### src/rtl/timer_display_scan.sv
// timer_display_scan
//   Drives a 4-digit multiplexed common-anode 7-segment display from the
//   BCD digits of the irrigation timer. The digits are snapshotted on a load
//   strobe, one digit is scanned per SCAN_DIV clocks, and the display blinks
//   while a pause request is active.
//
// Parameters
//   SCAN_DIV  : clocks per digit slot (>= 2)
//   BLINK_DIV : full scan frames (4 slots) per blink half-period (>= 1)
//
// Ports
//   clk    in   system clock, rising edge
//   clear  in   synchronous reset, active-high, dominates everything
//   load   in   snapshot strobe (tie high for continuous capture)
//   sec_u  in   seconds units BCD
//   sec_t  in   seconds tens BCD
//   min_u  in   minutes units BCD
//   min_t  in   minutes tens BCD
//   Us     in   pause request (user stop)
//   alin   in   pause request (supply alarm)
//   seg    out  {g,f,e,d,c,b,a}, active-low
//   dp     out  separator decimal point, active-low
//   an     out  digit enables, active-low; an[0] = sec_u .. an[3] = min_t
//
// Configuration macro
//   LEADING_ZERO_BLANK_EN : when defined, a zero minutes-tens digit is left
//                           dark instead of showing '0'.

module timer_display_scan #(
    parameter int SCAN_DIV  = 50000,
    parameter int BLINK_DIV = 25
) (
    input  logic       clk,
    input  logic       clear,
    input  logic       load,
    input  logic [3:0] sec_u,
    input  logic [3:0] sec_t,
    input  logic [3:0] min_u,
    input  logic [3:0] min_t,
    input  logic       Us,
    input  logic       alin,
    output logic [6:0] seg,
    output logic       dp,
    output logic [3:0] an
);

    localparam int PW = (SCAN_DIV  > 1) ? $clog2(SCAN_DIV)  : 1;
    localparam int FW = (BLINK_DIV > 1) ? $clog2(BLINK_DIV) : 1;
    localparam logic [PW-1:0] PRESC_LAST = PW'(SCAN_DIV - 1);
    localparam logic [FW-1:0] FRAME_LAST = FW'(BLINK_DIV - 1);

    logic [PW-1:0] presc_reg,    presc_next;
    logic [1:0]    slot_reg,     slot_next;
    logic [FW-1:0] frame_reg,    frame_next;
    logic          blink_on_reg, blink_on_next;
    logic [15:0]   snap_reg,     snap_next;
    logic [6:0]    seg_reg,      seg_next;
    logic          dp_reg,       dp_next;
    logic [3:0]    an_reg,       an_next;

    logic          paused;
    logic          presc_wrap;
    logic          digit_on;
    logic [3:0]    digit [4];

    // Split the snapshot into per-slot digits; slot index == an bit index.
    for (genvar gi = 0; gi < 4; gi++) begin : g_digit
        assign digit[gi] = snap_reg[gi*4 +: 4];
    end

    function automatic logic [6:0] decode(input logic [3:0] bcd);
        case (bcd)
            4'd0:    decode = 7'h40;
            4'd1:    decode = 7'h79;
            4'd2:    decode = 7'h24;
            4'd3:    decode = 7'h30;
            4'd4:    decode = 7'h19;
            4'd5:    decode = 7'h12;
            4'd6:    decode = 7'h02;
            4'd7:    decode = 7'h78;
            4'd8:    decode = 7'h00;
            4'd9:    decode = 7'h10;
            default: decode = 7'h3F;   // non-BCD shows a dash
        endcase
    endfunction

    always_comb begin
        paused     = Us | alin;
        presc_wrap = (presc_reg == PRESC_LAST);

        presc_next    = presc_wrap ? '0 : presc_reg + 1'b1;
        slot_next     = presc_wrap ? slot_reg + 2'd1 : slot_reg;
        frame_next    = frame_reg;
        blink_on_next = blink_on_reg;
        snap_next     = load ? {min_t, min_u, sec_t, sec_u} : snap_reg;

        // Blink timing only runs while paused; releasing the pause restarts
        // it from a fresh ON half-period so the next pause starts lit.
        if (!paused) begin
            frame_next    = '0;
            blink_on_next = 1'b1;
        end else if (presc_wrap && slot_reg == 2'd3) begin
            if (frame_reg == FRAME_LAST) begin
                frame_next    = '0;
                blink_on_next = ~blink_on_reg;
            end else begin
                frame_next = frame_reg + 1'b1;
            end
        end

        // First clock of each slot keeps all anodes off so the previous
        // digit's segments never ghost onto the newly selected digit.
        digit_on = (presc_reg != '0);
`ifdef LEADING_ZERO_BLANK_EN
        if (slot_reg == 2'd3 && digit[3] == 4'd0) begin
            digit_on = 1'b0;
        end
`endif

        seg_next = decode(digit[slot_reg]);
        an_next  = digit_on ? ~(4'b0001 << slot_reg) : 4'hF;
        dp_next  = ~(digit_on && slot_reg == 2'd2);

        if (paused && !blink_on_reg) begin
            seg_next = 7'h7F;
            an_next  = 4'hF;
            dp_next  = 1'b1;
        end
    end

    always_ff @(posedge clk) begin
        if (clear) begin
            presc_reg    <= '0;
            slot_reg     <= 2'd0;
            frame_reg    <= '0;
            blink_on_reg <= 1'b1;
            snap_reg     <= 16'h0000;
            seg_reg      <= 7'h7F;
            dp_reg       <= 1'b1;
            an_reg       <= 4'hF;
        end else begin
            presc_reg    <= presc_next;
            slot_reg     <= slot_next;
            frame_reg    <= frame_next;
            blink_on_reg <= blink_on_next;
            snap_reg     <= snap_next;
            seg_reg      <= seg_next;
            dp_reg       <= dp_next;
            an_reg       <= an_next;
        end
    end

    assign seg = seg_reg;
    assign dp  = dp_reg;
    assign an  = an_reg;

endmodule

### config.mk
export PLATFORM = sky130hd
export DESIGN_NAME = timer_display_scan
export DESIGN_NICKNAME = d
export VERILOG_FILES = /design/src/rtl/timer_display_scan.sv
export SDC_FILE = /design/constraint.sdc
export NUM_CORES = 1
export LEC_CHECK = 0
export CORE_AREA = 4 4 69 71
export DETAILED_ROUTE_END_ITERATION = 10
export DIE_AREA = 0 0 73 75
export PLACE_DENSITY = 0.93
export SYNTH_ARGS = -nofsm -noshare
export SYNTH_HDL_FRONTEND = slang
export SYNTH_SLANG_ARGS = --single-unit
### constraint.sdc
create_clock -name clk -period 6.85 [get_ports clk]
set_clock_uncertainty 0.2 [all_clocks]
set_input_delay 0.685 -clock clk [delete_from_list [all_inputs] [get_ports clk]]
set_output_delay 0.685 -clock clk [all_outputs]
set_load 0.01 [all_outputs]
==> flow_summary.ini, run 1 <==
[timing]
worstMarginPinSlew_ns = 0.973
max_freq_mhz = 395
drv_slew = 0
setup-violations-final = 0
tns_ns = 0
whs_ns = 0.296
period_needed_ns = 2.53
slew_headroom_pct = 34.9
hold_viol = 0
fin_crit_sh_pct = 36.9
rsz0062_at_grt = false
setup_slack_ns = 4.32

[hold_path]
hp-start = frame_reg[1]$_SDFFE_PP0P_
worstHoldPathType = register to register
min_path_cells = 2
min_delay_worst_endpoint = frame_reg[1]$_SDFFE_PP0P_

[synth]
syn_inst = 253
ys.warnings.count = 0
synth-edff-count = 0
syn_area_mm2 = 0.00237
synth-async-reset-ratio_pct = 0
ys_seq_area_share_pct = 44.0
syn-num-nets = 288
synth-main-ff-cell = dfxtp_1
avgSynthCellArea_um2 = 9.36
synth_cell_types = 33
ys_ff_latch = 52

[clocking]
h-tree-depth = 2
cts_setup_buffers = 0
cts_tree = done
cts_resized = 0
clk_latency_ns = 0.31
clkSlewWorstSetupHoldPaths_ns = 0.09
clockRootBuffer = clkbuf_8
hold_buffers = 0
numCtsBuffers = 5
clock-sinks = 52
ctsLongestPathBuffers = 2

[critical_path]
critPathKind = register to register
cp_max_fo = 15
crit_required_ns = 6.81
start_kind = register
rr_worst_depth = 4
rrSetupSlack_ns = 4.32
r2r-end = presc_reg[14]$_SDFF_PP0_
worst_setup_path_end_kind = register
reg2reg_from = presc_reg[12]$_SDFF_PP0_
arrival_ns = 2.49

[routing]
wl_met1_um = 2050
wl_per_cell_um = 14.3
drtAntennaViolNets = 0
wl_met2_um = 2450
drc_errors = 0
routed.top_layer = met4
drt_pre_antenna_iters = 5
drt_iter0_drc = 163
vias = 1893
dr_wl_met3_um = 247
vias_per_cell = 5.63
finalWirelength_um = 4820

[die]
die-width_um = 73
num_rows = 24
coreArea_mm2 = 0.00423
initial_core_util_pct = 55.9
die_h_um = 75
die_area_mm2 = 0.00548
num_io_pins = 33

[global_routing]
grt_max_degree = 25
antenna_found_initial = 0
grt_pass1_vias = 1641
grt_usage_pct = 17.5
overflow = 0
grt_first_pass_wirelength_um = 7420

[cells_and_area]
area_growth_pct = 21.5
layout-drive-gt1-share_pct = 6.34
fin_util_pct = 68.0
nets = 318
diodes = 0

[power]
p_leak_nw = 1.13
ir_worst_vdd_mv = 0.134
power.total_uw = 662
power_density_mw_per_mm2 = 230

[job]
maxCapViolations = 0

[place]
place_congestion = 0.902
port-buffer-count = 32
hpwl_um = 3410
pre_cts_ws_ns = 4.12

[status]
status = completed
worst max-delay path by stage:
stage	startpoint	endpoint	slack, ns	cells past startpoint
after CTS	presc_reg[12]$_SDFF_PP0_	presc_reg[14]$_SDFF_PP0_	4.34	4
after global placement	clear	an[0]$_SDFF_PP1_	4.23	4
final	presc_reg[12]$_SDFF_PP0_	presc_reg[14]$_SDFF_PP0_	4.32	4
after global routing	presc_reg[12]$_SDFF_PP0_	presc_reg[14]$_SDFF_PP0_	4.24	4
after detailed placement	clear	an[2]$_SDFF_PP1_	4.12	4
after floorplan	slot_reg[0]$_SDFFE_PP0P_	seg[4]$_SDFF_PP1_	4.59	8
cell type report:
| cell class | count | area (um2) |
|---|---|---|
| clock inverters | 3 | 90.1 |
| repair buffers | 32 | 320 |
| fillers | 323 | 1360 |
| inverters | 16 | 60.1 |
| clock buffers | 5 | 68.8 |
| multi-input cells | 176 | 1230 |
| well taps | 52 | 65.1 |
| flip-flops and latches | 52 | 1040 |
layer usage:
layer,vias up,GRT usage [%]
met3,8,4.94
met2,52,30.5
met5,-,0
met1,898,20.8
met4,0,5.74
li1,935,-
synthesized netlist by cell type (all sizes together), types with 2 or more instances:
library cell	count	area, um2
nand4	8	50.1
mux4	4	90.1
nor4	6	43.8
xnor2	11	96.3
nand3	10	50.1
inv	16	60.1
a31oi	2	12.5
nor2	43	161
o21ai	10	50.1
mux2i	22	220
ha	14	175
a311oi	2	23.8
or4	3	30.0
nand2b	2	12.5
clkbuf	8	30.0
nand2	17	63.8
o21bai	3	26.3
and2	2	12.5
or3	3	18.8
a21oi	6	30.0
nor3	2	10.0
dfxtp	52	1040
stage by stage:
stage	cells	area [um2]
2_1_floorplan	253	2370
4_1_cts	336	2880
6_report	336	2880
3_3_place_gp	328	2720
5_1_grt	336	2880
3_5_place_dp	328	2720
cells in the final DEF (no fill, tap or decap), types with 5 or more instances in the layout:
master	Yosys	final
nand3_1	10	10
inv_1	16	16
o21ai_0	10	10
a21oi_1	6	6
nand4_1	8	8
clkdlybuf4s50_1	0	32
clkbuf_8	0	5
nor2_1	43	43
ha_1	14	14
dfxtp_1	52	52
nand2_1	17	17
mux2i_1	22	22
nor4_1	5	5
xnor2_1	11	11
report_power, final:
group / total (mW) / switching [mW] / internal (mW)
sequential: 0.320 / 0.00582 / 0.314
combinational: 0.0608 / 0.0278 / 0.0330
clock: 0.281 / 0.0988 / 0.183
total: 0.662 / 0.132 / 0.529
worst max-delay path: stages (launching register included):
cell	delay, ns
dfxtp_1	0.37
or4_4	0.58
or4_4	0.57
o21bai_2	0.52
nor2_1	0.14
cell families after synthesis:
family	after synthesis	synth area share, %
AO/OA/AOI/OAI	25	6.71
XOR/XNOR	12	4.44
adder cells (fa/ha/maj)	14	7.40
buffers and inverters	25	4.01
flip-flops	52	44.0
multiplexers	27	13.6
AND/OR/NAND/NOR	98	19.9
Power figures use the tool's default switching activity.
==> run 2, diff against run 1 <==
CORE_AREA = 4 4 72 74   (was 4 4 69 71)
DIE_AREA = 0 0 76 78   (was 0 0 73 75)
PLACE_DENSITY = 0.86   (was 0.93)
clock period = 2.4 ns   (was 6.85 ns; I/O delays follow)
==> flow_summary.ini, run 2 (synthesized netlist as in run 1, its figures left out) <==
[status]
status = completed

[power]
power.total_mw = 1.67
ir_worst_vdd_mv = 0.435
p_leak_nw = 1.14
power_density_mw_per_mm2 = 578

[routing]
vias = 1882
wl_per_cell_um = 14.0
finalWirelength_um = 4820
drc_errors = 0
drt_pre_antenna_iters = 4
drtAntennaViolNets = 0
vias_per_cell = 5.47
drt_iter0_drc = 107

[timing]
rsz0062_at_grt = false
setup-violations-final = 0
worstMarginPinSlew_ns = 0.453
fin_crit_sh_pct = 95.9
tns_ns = 0
max_freq_mhz = 434
hold_viol = 0
slew_headroom_pct = 69.6
period_needed_ns = 2.30
drv_slew = 0

[cells_and_area]
area_growth_pct = 21.9
diodes = 0
design_area_mm2 = 0.00289
layout-drive-gt1-share_pct = 7.93
final_common_cell = dfxtp_1
nets = 324
final_cell_mix = dfxtp_1, nor2_1, clkdlybuf4s50_1

[clocking]
hold_buffers = 0
clkSlewWorstSetupHoldPaths_ns = 0.09
cts_tree = done
clk_latency_ns = 0.30
clockRootBuffer = clkbuf_8
cts_resized = 0
cts_setup_buffers = 0
h-tree-depth = 2
ctsLongestPathBuffers = 2
clock-sinks = 52
numCtsBuffers = 5

[critical_path]
endpoint = frame_reg[4]$_SDFFE_PP0P_
rrSetupSlack_ns = 0.1
start_kind = register
r2r-end = frame_reg[4]$_SDFFE_PP0P_
startpoint = presc_reg[12]$_SDFF_PP0_
cp_max_fo = 5
arrival_ns = 2.32
worst_setup_path_end_kind = register
rr_worst_depth = 4
crit_required_ns = 2.42
reg2reg_from = presc_reg[12]$_SDFF_PP0_
critPathKind = register to register

[global_routing]
grt_first_pass_wirelength_um = 7940
overflow = 0
grt_pass1_vias = 1757
antenna_found_initial = 0
grt_max_degree = 22
grt_usage_pct = 16.5

[hold_path]
hp-start = presc_reg[0]$_SDFF_PP0_
worstHoldPathType = register to register

[place]
place_area_mm2 = 0.00278
place_congestion = 0.795
port-buffer-count = 32
hpwl_um = 3530

[die]
initial_core_util_pct = 51.5
die-width_um = 76
num_io_pins = 33
die_h_um = 78
num_rows = 25
die_area_mm2 = 0.00593
coreArea_mm2 = 0.00460

[job]
maxCapViolations = 0
## run 2: cell types whose count changed in the layout (fill, tap and decap cells not counted), sizes merged
cell and delta:
clkinv +1, buf +6, bufinv -2, clkbuf +1
## run 2: metal layers
metal  GRT usage, %  share of wire (%)  wire (um)  vias to the layer above
li1               -                  -          -                      939
met1           19.2                 41       1980                      903
met2           30.2                 54       2620                       38
met3           3.13                4.1        200                        2
met4           4.80               0.29         14                        0
met5              0                  0          0                        -
## run 2: final cells by class
type                    count  area, um2
inverters                  16       60.1
well taps                  54       67.6
clock buffers               6       72.6
fillers                   379       1710
flip-flops and latches     52       1040
repair buffers             38        378
clock inverters             2       35.0
multi-input cells         176       1230
## run 2: worst min-delay path by stage
stage | to | depth (start not counted)
floorplan | snap_reg[10]$_SDFFE_PP0P_ | 2
global placement | presc_reg[0]$_SDFF_PP0_ | 1
detailed placement | presc_reg[0]$_SDFF_PP0_ | 1
CTS | presc_reg[0]$_SDFF_PP0_ | 1
global route | presc_reg[0]$_SDFF_PP0_ | 1
finish | presc_reg[0]$_SDFF_PP0_ | 1
## run 2: through the flow
stage	utilization, %	worst slack (ns)	hold WS (ns)	std cells
floorplan	-	0.137	0.187	253
global placement	60.4	0.148	0.257	336
detailed placement	60.4	0.123	0.267	336
CTS	62.8	0.0989	0.288	344
global route	62.8	0.00103	0.310	344
finish	62.8	0.0977	0.283	344
## run 2: critical path: stages (launching register included)
cell and delay (ns):
dfxtp_1 0.37, or4_4 0.57, or4_4 0.57, o31a_1 0.30, a311oi_2 0.22
## run 2: report_power, final
| part | internal [mW] | switching (mW) | leakage, nW | total [mW] |
|---|---|---|---|---|
| clock | 0.310 | 0.271 | 0.0552 | 0.580 |
| combinational | 0.0984 | 0.0780 | 0.656 | 0.176 |
| sequential | 0.895 | 0.0163 | 0.426 | 0.912 |
| total | 1.30 | 0.365 | 1.14 | 1.67 |
==> run 3, diff against run 2 <==
PLACE_DENSITY = 0.75   (was 0.86)
==> flow_summary.ini, run 3 (synthesized netlist as in run 1, its figures left out) <==
[global_routing]
grt_max_degree = 24
overflow = 0
grt_first_pass_wirelength_um = 7520
grt_usage_pct = 15.6
antenna_found_initial = 0
grt_pass1_vias = 1647

[clocking]
cts_resized = 0
hold_buffers = 0
ctsLongestPathBuffers = 2
clk_latency_ns = 0.31
clkSlewWorstSetupHoldPaths_ns = 0.09
clock-sinks = 52
cts_setup_buffers = 0
h-tree-depth = 2
cts_tree = done
numCtsBuffers = 5
clockRootBuffer = clkbuf_8

[cells_and_area]
design_area_mm2 = 0.00291
n_fill_cell = 413
final_cell_mix = dfxtp_1, nor2_1, clkdlybuf4s50_1
area_growth_pct = 22.7
layout-drive-gt1-share_pct = 8.90
stdcell_count = 346
diodes = 0
nets = 326
final_common_cell = dfxtp_1

[power]
power_density_mw_per_mm2 = 580
ir_worst_vdd_mv = 0.398
p_leak_nw = 1.15
power.total_mw = 1.69

[routing]
vias_per_cell = 5.20
drt_iter0_drc = 111
vias = 1800
finalWirelength_um = 4580
drc_errors = 0
drtAntennaViolNets = 0
drt_pre_antenna_iters = 4
wl_per_cell_um = 13.2

[critical_path]
worst_setup_path_end_kind = register
cp_max_fo = 5
crit_required_ns = 2.43
critPathKind = register to register
arrival_ns = 2.33
start_kind = register

[timing]
tns_ns = 0
fin_crit_sh_pct = 95.8
hold_viol = 0
max_freq_mhz = 435
rsz0062_at_grt = false
slew_headroom_pct = 70.7
worstMarginPinSlew_ns = 0.439
drv_slew = 0
period_needed_ns = 2.30
setup-violations-final = 0

[die]
num_rows = 25
die_h_um = 78
die_area_mm2 = 0.00593
coreArea_mm2 = 0.00460
num_io_pins = 33
initial_core_util_pct = 51.5
die-width_um = 76

[hold_path]
worstHoldPathType = register to register

[place]
place_congestion = 0.802
port-buffer-count = 32
dp.cells = 338
hpwl_um = 3370
place_area_mm2 = 0.00279

[status]
status = completed

[job]
maxCapViolations = 0
run 3: changes by cell type in the layout (fill, tap and decap cells not counted):
cell        previous run  this run
clkinvlp_4             0         1
clkbuf_1               1         0
buf_4                  5         7
run 3: final cells by class:
class	instances	area (um2)	share of cell area, %
timing repair buffer	40	393	13.5
inverter	16	60.1	2.07
tap	54	67.6	2.33
clock buffer	5	68.8	2.37
sequential	52	1040	35.8
clock inverter	3	42.5	1.46
multi-input combinational	176	1230	42.4
run 3: power breakdown:
| group | total, mW | internal, mW | switching, mW |
|---|---|---|---|
| combinational | 0.176 | 0.0996 | 0.0768 |
| clock | 0.596 | 0.309 | 0.287 |
| sequential | 0.913 | 0.895 | 0.0173 |
| total | 1.69 | 1.30 | 0.381 |
run 3: per-stage QoR:
stage          hold slack [ns]  setup WS [ns]  util (%)
3_3_place_gp             0.261          0.152      60.8
2_1_floorplan            0.187          0.137         -
4_1_cts                  0.290         0.0944      63.2
5_1_grt                  0.332         0.0392      63.2
3_5_place_dp             0.269          0.111      60.8
6_report                 0.283          0.102      63.2
run 3: routing by layer:
metal	vias up	share of wire [%]	GRT usage [%]
met5	-	0	0
met4	0	0.96	5.87
met3	4	4.1	4.99
met2	26	48	24.9
met1	827	47	19.6
li1	943	-	-
run 3: critical path: stages (launching register included):
cell      delay (ns)
dfxtp_1         0.36
or4_4           0.57
or4_4           0.57
o31a_1          0.31
a311oi_2        0.22
run 3: worst paths after layout:
| kind | start | to | slack, ns | cells after the start |
|---|---|---|---|---|
| max | presc_reg[12]$_SDFF_PP0_ | frame_reg[4]$_SDFFE_PP0P_ | 0.10 | 4 |
| min | presc_reg[0]$_SDFF_PP0_ | presc_reg[0]$_SDFF_PP0_ | 0.28 | 1 |
| max reg2reg | presc_reg[12]$_SDFF_PP0_ | frame_reg[4]$_SDFFE_PP0P_ | 0.10 | 4 |
| min reg2reg | presc_reg[0]$_SDFF_PP0_ | presc_reg[0]$_SDFF_PP0_ | 0.28 | 1 |
